$ cat config.mk
export PLATFORM = sky130hd
export DESIGN_NAME = line_buf_reader
export DESIGN_NICKNAME = d
export VERILOG_FILES = /design/src/rtl/line_buf_reader.sv
export SDC_FILE = /design/constraint.sdc
export NUM_CORES = 1
export LEC_CHECK = 0
export CORE_UTILIZATION = 51
export CTS_CLUSTER_SIZE = 28
export DETAILED_ROUTE_END_ITERATION = 8
export GPL_TIMING_DRIVEN = 0
export PLACE_DENSITY = 0.9
export SETUP_SLACK_MARGIN = 0.02
export SLEW_MARGIN = 15
export SYNTH_ARGS = -nofsm -noshare
export SYNTH_HDL_FRONTEND = slang
export SYNTH_SLANG_ARGS = --single-unit
$ cat constraint.sdc
create_clock -name clk -period 2.5 [get_ports clk]
set_input_delay 0.5 -clock clk [delete_from_list [all_inputs] [get_ports clk]]
set_output_delay 0.5 -clock clk [all_outputs]
set_load 0.005 [all_outputs]
$ cat src/rtl/line_buf_reader.sv
// line_buf_reader: streams len words from a registered-read RAM to a valid/ready pixel port through a 2-entry skid FIFO
module line_buf_reader #(
  parameter int ADDR_WIDTH = 8,
  parameter int DATA_WIDTH = 16
) (
  input  logic                  clk,
  input  logic                  rst_n,
  input  logic                  start,
  input  logic [ADDR_WIDTH-1:0] base_addr,
  input  logic [ADDR_WIDTH:0]   len,
  input  logic                  abort,
  output logic [ADDR_WIDTH-1:0] ram_raddr,
  input  logic [DATA_WIDTH-1:0] ram_rdata,
  output logic [DATA_WIDTH-1:0] px_data,
  output logic                  px_valid,
  input  logic                  px_ready,
  output logic                  px_last,
  output logic                  busy,
  output logic                  done
);
  typedef enum logic [1:0] {IDLE, READ, DRAIN} state_t;
  localparam logic [ADDR_WIDTH-1:0] a_one = 1;
  localparam logic [ADDR_WIDTH:0]   r_one = 1;
  state_t                state;
  logic [ADDR_WIDTH-1:0] addr;
  logic [ADDR_WIDTH:0]   rem;
  logic                  inflight, inflight_last;
  logic [DATA_WIDTH-1:0] fifo_d [2];
  logic                  fifo_l [2];
  logic                  rd_ptr, wr_ptr;
  logic [1:0]            occ;
  logic                  pop, rd_en;
  assign pop       = px_valid & px_ready;
  // words already stored plus the one still coming out of the RAM must fit in 2 slots
  assign rd_en     = (state == READ) && (rem != '0) &&
                     (({1'b0, occ} + {2'b0, inflight}) < (3'd2 + {2'b0, pop}));
  assign ram_raddr = addr;
  assign px_valid  = occ != 2'd0;
  assign px_data   = fifo_d[rd_ptr];
  assign px_last   = px_valid & fifo_l[rd_ptr];
  always_ff @(posedge clk or negedge rst_n) begin
    if (!rst_n) begin
      state         <= IDLE;
      addr          <= '0;
      rem           <= '0;
      inflight      <= 1'b0;
      inflight_last <= 1'b0;
      fifo_d[0]     <= '0;
      fifo_d[1]     <= '0;
      fifo_l[0]     <= 1'b0;
      fifo_l[1]     <= 1'b0;
      rd_ptr        <= 1'b0;
      wr_ptr        <= 1'b0;
      occ           <= 2'd0;
      busy          <= 1'b0;
      done          <= 1'b0;
    end else if (abort) begin
      state    <= IDLE;
      inflight <= 1'b0;
      rd_ptr   <= 1'b0;
      wr_ptr   <= 1'b0;
      occ      <= 2'd0;
      busy     <= 1'b0;
      done     <= 1'b0;
    end else begin
      done          <= 1'b0;
      inflight      <= rd_en;
      inflight_last <= rem == r_one;
      if (inflight) begin
        fifo_d[wr_ptr] <= ram_rdata;
        fifo_l[wr_ptr] <= inflight_last;
        wr_ptr         <= ~wr_ptr;
      end
      if (pop) rd_ptr <= ~rd_ptr;
      occ <= occ + {1'b0, inflight} - {1'b0, pop};
      if (rd_en) begin
        addr <= addr + a_one;
        rem  <= rem - r_one;
      end
      case (state)
        IDLE: if (start && len != '0) begin
          addr  <= base_addr;
          rem   <= len;
          state <= READ;
          busy  <= 1'b1;
        end
        READ: if (rd_en && rem == r_one) state <= DRAIN;
        DRAIN: if (pop && px_last) begin
          state <= IDLE;
          busy  <= 1'b0;
          done  <= 1'b1;
        end
        default: state <= IDLE;
      endcase
    end
  end
endmodule
# Word-level counts from Yosys, hierarchy flattened
# Cells that the tools add are included.
# op_classes
n_eq_ne	6
reduce_logical	16
bitwise	7
addsub	6
n_mux	36
order_cmp	4
# op_table
op	count
16-bit 2-to-1 mux	4
32-bit bitwise mux	1
9-bit 2-to-1 mux	3
8-bit 2-to-1 mux	3
9-bit nonzero test	2
16-bit demux with 1-bit select	1
1-bit 2-to-1 mux	15
2-bit 2-to-1 mux	5
9-bit by 1-bit equality test with 1-bit output (second input constant)	1
9-bit by 1-bit subtractor with 9-bit output (second input constant)	1
8-bit by 1-bit adder with 8-bit output (second input constant)	1
1-bit logical AND	6
3-bit != test (second input constant)	2
2-bit case mux with 3 select lines	1
3-bit AND reduction	2
2-bit nonzero test	3
2-bit greater-or-equal comparator (second input constant)	2
1-bit inverter with 2-bit output	2
2-bit by 1-bit adder with 3-bit output	1
2-bit by 1-bit adder with 3-bit output (first input constant)	1
3-bit less-than comparator	1
3-bit by 2-bit != test with 1-bit output (second input constant)	1
1-bit inverter	3
3-bit nonzero test	1
other kinds (11)	12
# word_totals
register_bits	61
inputBits	38

# Longest topological paths before layout
# Gate-level depths: netlist of run 1.
# logic_depth
word_depth	9
ltp_mapped	8

# Worst setup path before layout of run 1
# OpenSTA, ideal clock, no wires.
# synth_timing
path_type	reg2reg
from	reg inflight
to	reg state[0]
n_path_buf	0
stages_incl_launch_ff	7
t_arrival_ns	1.762
path_slack_ns	0.618
required_time_ns	2.380
cell_sequence	dfrtp_1 > ha_1 > ha_1 > nor3b_2 > nand2_1 > or3_1 > a31o_2
# synth_between
elab_chain_cells	6
# synth_rtl
item	line	rtl
from (decl)	27	logic inflight, inflight_last;
from (signal assigned)	67	inflight <= rd_en;
2-bit by 1-bit adder with 3-bit output	36	(({1'b0, occ} + {2'b0, inflight}) < (3'd2 + {2'b0, pop}));
3-bit less-than comparator	36	
1-bit logical AND	35	assign rd_en = (state == READ) && (rem != '0) &&
1-bit logical AND	87	READ: if (rd_en && rem == r_one) state <= DRAIN;
3-bit by 2-bit != test with 1-bit output (no line)	--	
3-bit AND reduction (no line)	--	
to (signal assigned)	87	
to (signal assigned)	89	state <= IDLE;
to (signal assigned)	93	default: state <= IDLE;
to (decl)	24	state_t state;
# Every way passes these cells.
# A chain may end at the register's enable or synchronous reset.

# Worst setup path after layout of run 1
# layout_timing
from	reg rd_ptr
to	out px_data[10]
# layout_between
elab_chain_cells	4
# layout_rtl
item	line	rtl
from (decl)	30	logic rd_ptr, wr_ptr;
from (signal assigned)	74	if (pop) rd_ptr <= ~rd_ptr;
1-bit inverter with 2-bit output (not written as such)	39	assign px_data = fifo_d[rd_ptr];
16-bit 2-to-1 mux (not written as such) (3 in series)	39	
to (decl)	14	output logic [DATA_WIDTH-1:0] px_data,
# Every way passes these cells. The select of a mux whose other input is x is not followed.

==> metrics.md, run 1 <==
| Metric | Value |
|---|---|
| Largest delay share family, worst path | buffers and inverters |
| Combinational family with the most area after synthesis | multiplexers |
| Global routing usage on met2 | 39.6% |
| Die area | 6480 um2 |
| Slew HR | 49.6% |
| # diodes | 0 |
| Kind of critical path | register to primary output |
| RSZ-0062 raised after global routing | false |
| Synthesis Warnings | 0 |
| Fin crit period | 2.38 ns |
| 1st-pass router iterations | 5 |
| Post-Syn Area | 3140 um2 |
| Status | finished, final reports clean |
| Fin nets | 386 |
| Via density | 5.74 |
| Cells after Synth | 265 |
| Initial core utilization | 53.1% |
| Crit path launch type | register |
| Top FF cell, synth | dfrtp_1 |
| Req. time, crit path | 2.00 ns |
| Area Overhead vs Synth | 30.0% |
| Initial antenna violation count | 0 |
| Vias in the first global route | 2461 |
| Pwr/cell area | 982 nW/um2 |
| DIE WIDTH | 80.5 um |
| EDFF count, synth | 0 |
| Met3 Use GR | 5.57% |
| Max stage delay cell, worst path | dfrtp_2 |
| Maximum VDD drop | 0.557 mV |
| Reg-to-reg slack, setup | 0.30 ns |
| I/O Buffers | 65 |
| Skew-Pair Late Insertion Delay | 0.34 ns |
| Fmax | 420 MHz |
| Ports | 66 |
| Post-synthesis mux area share | 18.2% |
| Die height | 80.5 um |
| Total Wirelength | 6.86 mm |
| Finished Layout Cells | 419 |
| Max-Cap Viols | 0 |
| Layout fillers | 431 |
| Leakage | 1.75 nW |
| First-pass GRT wire length | 11.4 mm |
| Period utilisation layout | 95.1% |
| Crit. path cell count | 3 |
| Inserted Clock Buffers | 9 |
| GR peak layer | met2 |
| # DRC | 0 |
| Avg Cell Area, Syn | 11.9 um2 |
| CTS clk-pin slew, worst paths | 0.06 ns |
| Slowest cell delay on critical path | 0.49 ns |
| Final HPWL DP | 4.95 mm |
| DR WL/cell | 16.4 um |
| Placed Instances | 405 |
| Post-synth ARST share | 100% |
| Synth Area in Compound Gates | 12.0% |
| H-Tree Level Count | 3 |
| FF-to-FF End | rem[3]$_DFFE_PN0N_ |
| Largest net degree at the start of global routing | 62 |
| Routed via count | 2403 |
| Register bit total from synthesis | 61 |
| Synth Area in Simple Gates | 14.3% |
| Endpoints failing hold | 0 |
| Yosys cell types | 58 |
| Adder-Cell Fraction of Synth Area | 3.18% |
| Crit Path Max Fanout | 10 |
| Register area share after synthesis | 48.6% |
| Worst reg2reg startpoint | inflight$_DFF_PN0_ |
| Setup violations, final | 0 |
| Slew Viols, Final | 0 |
| Critical-path cell list | buf_4 > mux2_2 > clkdlybuf4s50_1 |
| Hold crit path type | input port to asynchronous set/reset pin |
| Post-route ant nets | 0 |
| Share of layout cells above drive strength 1 | 27.6% |
| GRT Overall Usage | 23.6% |
| Final Skew | 0.00537 ns |
| Clk sink count | 61 |
| Syn nets | 311 |
| Violation count after the first detailed-route iteration | 75 |
| Crit path buf inv count | 2 |
| Clock root cell | clkbuf_8 |
| Clock Path Buffers | 2 |
| Final Wtd Congestion | 0.905 |
| Setup TNS | 0 ns |
| Worst reg2reg path depth | 6 |
| Rows | 28 |
| M1 GR Usage | 29.3% |
| Core Region | 5920 um2 |
| CTS tree | built |
| CP Capture Type | primary output |
| Total grt overflow | 0 |
| Critical Path AT | 1.88 ns |
| Worst slew pin tran | 0.756 ns |
| Synth Area in XOR/XNOR | 1.11% |
-- worst register-to-register path, stage by stage (launching register included) --
cell and delay (ns):
dfrtp_1 0.44, ha_1 0.22, ha_1 0.21, nor4b_1 0.50, nand3_2 0.23, o41ai_1 0.33, a21oi_1 0.13
-- sequential cells by signal, summed over array words and instances (netlist names) --
| name | cells |
|---|---|
| busy | 1 |
| done | 1 |
| fifo_d | 32 |
| fifo_l | 2 |
| inflight | 1 |
| inflight_last | 1 |
| occ | 2 |
| ram_raddr | 8 |
| rd_ptr | 1 |
| rem | 9 |
| state | 2 |
| wr_ptr | 1 |
-- synthesized netlist by cell type (all sizes together), types with 2 or more instances --
cell type  instances  area, um2
buf                6       41.3
o221a              3       33.8
and3               3       18.8
xor2               2       17.5
nor2b              2       12.5
o211ai             3       22.5
nand4              4       25.0
o21ai              5       32.5
a21oi              6       30.0
mux2              50        563
o311ai             4       35.0
o21a               2       15.0
xnor2              2       17.5
a211oi             5       47.5
o22ai              2       12.5
nor2              23       86.3
dfrtp             61       1530
inv                9       33.8
nor3               4       25.0
nor4b              3       38.8
a31o               4       43.8
ha                 8        100
nand3b             3       22.5
a31oi              2       18.8
nand3              8       45.0
nand2             18       67.6
nor4               2       25.0
nor3b              3       32.5
clkbuf             2       7.51
-- cell type report --
cell class | instances | area, um2 | share of cell area (%)
Buffer | 7 | 48.8 | 1.19
Clock buffer | 11 | 151 | 3.71
Clock inverter | 4 | 47.5 | 1.16
Inverter | 9 | 33.8 | 0.827
Multi-Input combinational cell | 187 | 1530 | 37.5
Sequential cell | 61 | 1530 | 37.4
Tap cell | 75 | 93.8 | 2.30
Timing Repair Buffer | 65 | 648 | 15.9
-- power breakdown --
part / internal [W] / total, W / switching (W)
clock: 0.000505 / 0.000879 / 0.000374
combinational: 0.000980 / 0.00152 / 0.000539
sequential: 0.00133 / 0.00161 / 0.000283
-- what timing repair did --
item,4_1_cts,5_1_grt
resized for setup,3,0
endpoints found under the setup margin,9,0
buffers inserted,0,0
hold buffers,0,0
hold endpoints to repair,0,0
-- cells by family (layout without fill, tap and decap cells) --
logic type	count (synthesis)	after routing
and+or+nand+nor	79	79
DFF	61	61
muxes	51	51
AOI/OAI and AO/OA	45	45
buffers and inverters	17	96
adders and majority gates	8	8
xor gates and xnor gates	4	4
-- per-stage QoR --
stage | hold slack, ns | cell area [um2] | util, % | power, W | worst slack (ns)
after CTS | 0.259 | 4090 | 69.0 | 0.00405 | 0.0912
after global placement | 0.481 | 3890 | 65.7 | 0.00308 | -0.956
final | 0.235 | 4090 | 69.0 | 0.00401 | 0.121
after global routing | 0.301 | 4090 | 69.0 | 0.00427 | 0.0372
after detailed placement | 0.490 | 3880 | 65.6 | 0.00315 | -0.117
after floorplan | 0.204 | 3140 | - | 0.00241 | 0.618
-- worst max-delay path by stage --
stage                                       to  slack, ns                from
after floorplan           state[0]$_DFFE_PN0P_       0.62  inflight$_DFF_PN0_
after detailed placement           px_data[10]      -0.12  rd_ptr$_DFFE_PN0P_
after global routing                px_data[6]       0.04  rd_ptr$_DFFE_PN0P_
after CTS                          px_data[10]       0.09  rd_ptr$_DFFE_PN0P_
final                              px_data[10]       0.12  rd_ptr$_DFFE_PN0P_
after global placement      rem[4]$_DFFE_PN0N_      -0.96               rst_n
-- metal layers --
| layer | share of wire [%] | vias up |
|---|---|---|
| met3 | 5.1 | 10 |
| met5 | 0 | - |
| met2 | 49 | 75 |
| met1 | 44 | 1184 |
| met4 | 1.6 | 0 |
| li1 | - | 1134 |
-- layout by cell type (no fill, tap or decap), types with 3 or more instances in the layout --
| master | n |
|---|---|
| buf_2 | 3 |
| a31o_2 | 3 |
| o21ai_0 | 3 |
| nand4_1 | 4 |
| mux2_2 | 50 |
| a21oi_1 | 6 |
| nor3_1 | 3 |
| and3_1 | 3 |
| nand3b_1 | 3 |
| o311ai_0 | 3 |
| nand2_1 | 18 |
| clkdlybuf4s50_1 | 64 |
| o211ai_1 | 3 |
| nor2_1 | 23 |
| clkbuf_8 | 11 |
| dfrtp_1 | 60 |
| ha_1 | 8 |
| nand3_1 | 7 |
| a211oi_1 | 3 |
| inv_1 | 8 |
Note: power is estimated with default switching activity, not from simulation.
==> run 2: changes to the inputs <==
--- a/config.mk
+++ b/config.mk
@@ -6,7 +6,8 @@
 export NUM_CORES = 1
 export LEC_CHECK = 0
 export CORE_UTILIZATION = 51
-export CTS_CLUSTER_SIZE = 28
+export CTS_BUF_LIST = sky130_fd_sc_hd__clkbuf_16
+export CTS_CLUSTER_SIZE = 8
 export DETAILED_ROUTE_END_ITERATION = 8
 export GPL_TIMING_DRIVEN = 0
 export PLACE_DENSITY = 0.9
==> run 2 against run 1 <==
  * Final cell count unchanged
  * Largest power group unchanged
  * Register-to-register slack about the same
  * Combinational power about the same
  * Critical path type unchanged
  * Highest routed layer unchanged
  * Clock power increased by 33%
  * Sequential power about the same
  * First-iteration DRC count decreased by 24%
==> metrics.md, run 2 (same netlist as run 1, synthesis figures left out) <==
| Metric | Value |
|---|---|
| Status | finished, final reports clean |
| Crit Path Max Fanout | 10 (unchanged) |
| Slew HR | 48.9% (-0.69 points) |
| Pwr/cell area | 1040 nW/um2 (+5.7%) |
| CP Capture Type | primary output |
| # DRC | 0 (unchanged) |
| Die area | 6480 um2 (unchanged) |
| Leakage | 1.78 nW (+2.0%) |
| Ports | 66 (unchanged) |
| Critical Path AT | 1.88 ns (about the same) |
| Via density | 5.84 (+1.7%) |
| # Post-CTS Setup Buffers | 0 (unchanged) |
| Worst reg2reg path depth | 6 (unchanged) |
| Endpoints failing hold | 0 (unchanged) |
| Violation count after the first detailed-route iteration | 57 (-24%) |
| RSZ-0062 raised after global routing | false |
| Final Skew | 0.00336 ns (-0.00201 ns) |
| CTS tree | built |
| 1st-pass router iterations | 4 (-1) |
| Commonest non-fill, non-tap cell in the layout | clkdlybuf4s50_1 |
| Crit path launch type | register |
| Most frequent cells in the layout | 64 x clkdlybuf4s50_1, 60 x dfrtp_1, 50 x mux2_2, 23 x nor2_1, 18 x nand2_1 |
| I/O Buffers | 65 (unchanged) |
| Initial antenna violation count | 0 (unchanged) |
| Total grt overflow | 0 (unchanged) |
| Fin crit period | 2.38 ns (+0.00156 ns) |
| Max-Cap Viols | 0 (unchanged) |
| Rows | 28 (unchanged) |
| Total Wirelength | 7.18 mm (+4.7%) |
| DIE WIDTH | 80.5 um (unchanged) |
| DR WL/cell | 17.1 um (+4.7%) |
| Multi-input combinational cell area | 1530 um2 (unchanged) |
| FF-to-FF End | rem[3]$_DFFE_PN0N_ |
| Max reg flops | 32 (unchanged) |
| Final Wtd Congestion | 0.905 (unchanged) |
| Slew Viols, Final | 0 (unchanged) |
| Final HPWL DP | 4.95 mm (unchanged) |
| Routed via count | 2445 (+1.7%) |
| Req. time, crit path | 2.00 ns (about the same) |
| Vias in the first global route | 2470 (+0.37%) |
| Kind of critical path | register to primary output |
| FF/Latch Area | 1530 um2 (unchanged) |
| CTS clk-pin slew, worst paths | 0.05 ns (about the same) |
| Setup TNS | 0 ns (unchanged) |
| Period utilisation layout | 95.2% (about the same) |
| Layout fillers | 419 (-2.8%) |
| # diodes | 0 (unchanged) |
| Core Region | 5920 um2 (unchanged) |
| Largest net degree at the start of global routing | 62 (unchanged) |
| Max stage delay cell, worst path | dfrtp_2 |
| Reg-to-reg slack, setup | 0.29 ns (about the same) |
| Post-route ant nets | 0 (unchanged) |
| Hold crit path type | input port to asynchronous set/reset pin |
| Clock root cell | clkbuf_16 |
| Maximum VDD drop | 0.575 mV (+3.1%) |
| Clk sink count | 61 (unchanged) |
| Layout Utilization | 70.4% (+1.4 points) |
| Fin nets | 386 (unchanged) |
| Initial core utilization | 53.1% (unchanged) |
| Worst-case hold slack | 0.259 ns (+0.0243 ns) |
| GRT Overall Usage | 24.3% (+0.74 points) |
| H-Tree Level Count | 3 (unchanged) |
| First-pass GRT wire length | 11.7 mm (+2.6%) |
| Critical-path cell list | buf_4 > mux2_2 > clkdlybuf4s50_1 |
| Fmax | 420 MHz (about the same) |
| Worst reg2reg startpoint | inflight$_DFF_PN0_ |
| Area Overhead vs Synth | 32.6% |
| Worst slew pin tran | 0.766 ns (+0.0104 ns) |
| Skew-Pair Late Insertion Delay | 0.32 ns (-0.02 ns) |
| Slowest cell delay on critical path | 0.49 ns (about the same) |
| Reg with most FFs | fifo_d |
| Share of layout cells above drive strength 1 | 27.0% (-0.58 points) |
| Clock Path Buffers | 2 (unchanged) |
| Die height | 80.5 um (unchanged) |
| Setup violations, final | 0 (unchanged) |
| Inserted Clock Buffers | 9 (unchanged) |
run 2: cell types whose count changed in the layout (fill, tap and decap cells not counted):
cell,previous run,this run
clkbuf_16,0,9
clkbuf_8,11,0
clkinv_1,0,2
run 2: critical path, delay by kind of cell (launching register included):
kind	cells	cell delay, ns
DFF	1	0.49
buffers and inverters	2	0.71
muxes	1	0.36
run 2: cell type report:
class	count	area share [%]
Sequential cell	61	36.7
Inverter	9	0.811
Clock inverter	6	1.32
Buffer	7	1.17
Tap cell	75	2.25
Clock buffer	9	5.41
Timing Repair Buffer	65	15.6
Multi-Input combinational cell	187	36.8
run 2: where the power goes:
| part | internal, W | switching [W] | total, W |
|---|---|---|---|
| logic | 0.000981 | 0.000550 | 0.00153 |
| registers | 0.00133 | 0.000291 | 0.00162 |
| clock network | 0.000753 | 0.000416 | 0.00117 |
run 2: repair_timing:
action | in CTS | in global routing
hold buffers | 0 | 0
setup endpoints to repair | 9 | 0
resized for setup | 3 | 0
run 2: routing by layer:
metal / part of all wire, % / vias up / GRT usage (%)
met5: 0 / - / 0
met4: 1.8 / 0 / 10.7
met3: 5.0 / 15 / 4.09
met2: 50 / 80 / 42.5
met1: 44 / 1209 / 29.2
li1: - / 1141 / -
run 2: worst max-delay path by stage:
| stage | startpoint | end | slack [ns] | depth (start not counted) |
|---|---|---|---|---|
| 3_3_place_gp | rst_n | rem[4]$_DFFE_PN0N_ | -0.96 | 1 |
| 3_5_place_dp | rd_ptr$_DFFE_PN0P_ | px_data[10] | -0.12 | 4 |
| 4_1_cts | rd_ptr$_DFFE_PN0P_ | px_data[10] | 0.1 | 3 |
| 2_1_floorplan | inflight$_DFF_PN0_ | state[0]$_DFFE_PN0P_ | 0.62 | 6 |
| 6_report | rd_ptr$_DFFE_PN0P_ | px_data[10] | 0.12 | 3 |
| 5_1_grt | rd_ptr$_DFFE_PN0P_ | px_data[10] | 0.06 | 3 |
run 2: stage by stage:
stage                     instance area, um2  setup slack [ns]  total power [W]  cells
after floorplan                         3140             0.618          0.00241    265
after global placement                  3890            -0.956          0.00308    405
after detailed placement                3880            -0.117          0.00315    405
after CTS                               4170            0.0978          0.00436    419
after global routing                    4170            0.0635          0.00458    419
final                                   4170             0.120          0.00433    419
==> run 3: changes to the inputs <==
--- a/config.mk
+++ b/config.mk
@@ -7,12 +7,15 @@
 export LEC_CHECK = 0
 export CORE_UTILIZATION = 51
 export CTS_BUF_LIST = sky130_fd_sc_hd__clkbuf_16
+export CTS_CLUSTER_DIAMETER = 40
 export CTS_CLUSTER_SIZE = 8
 export DETAILED_ROUTE_END_ITERATION = 8
 export GPL_TIMING_DRIVEN = 0
+export HOLD_SLACK_MARGIN = 0.12
 export PLACE_DENSITY = 0.9
 export SETUP_SLACK_MARGIN = 0.02
 export SLEW_MARGIN = 15
 export SYNTH_ARGS = -nofsm -noshare
 export SYNTH_HDL_FRONTEND = slang
 export SYNTH_SLANG_ARGS = --single-unit
+export TNS_END_PERCENT = 20
==> results of run 3 <==
Final layout, timing and power as in run 2 (identical DEF).
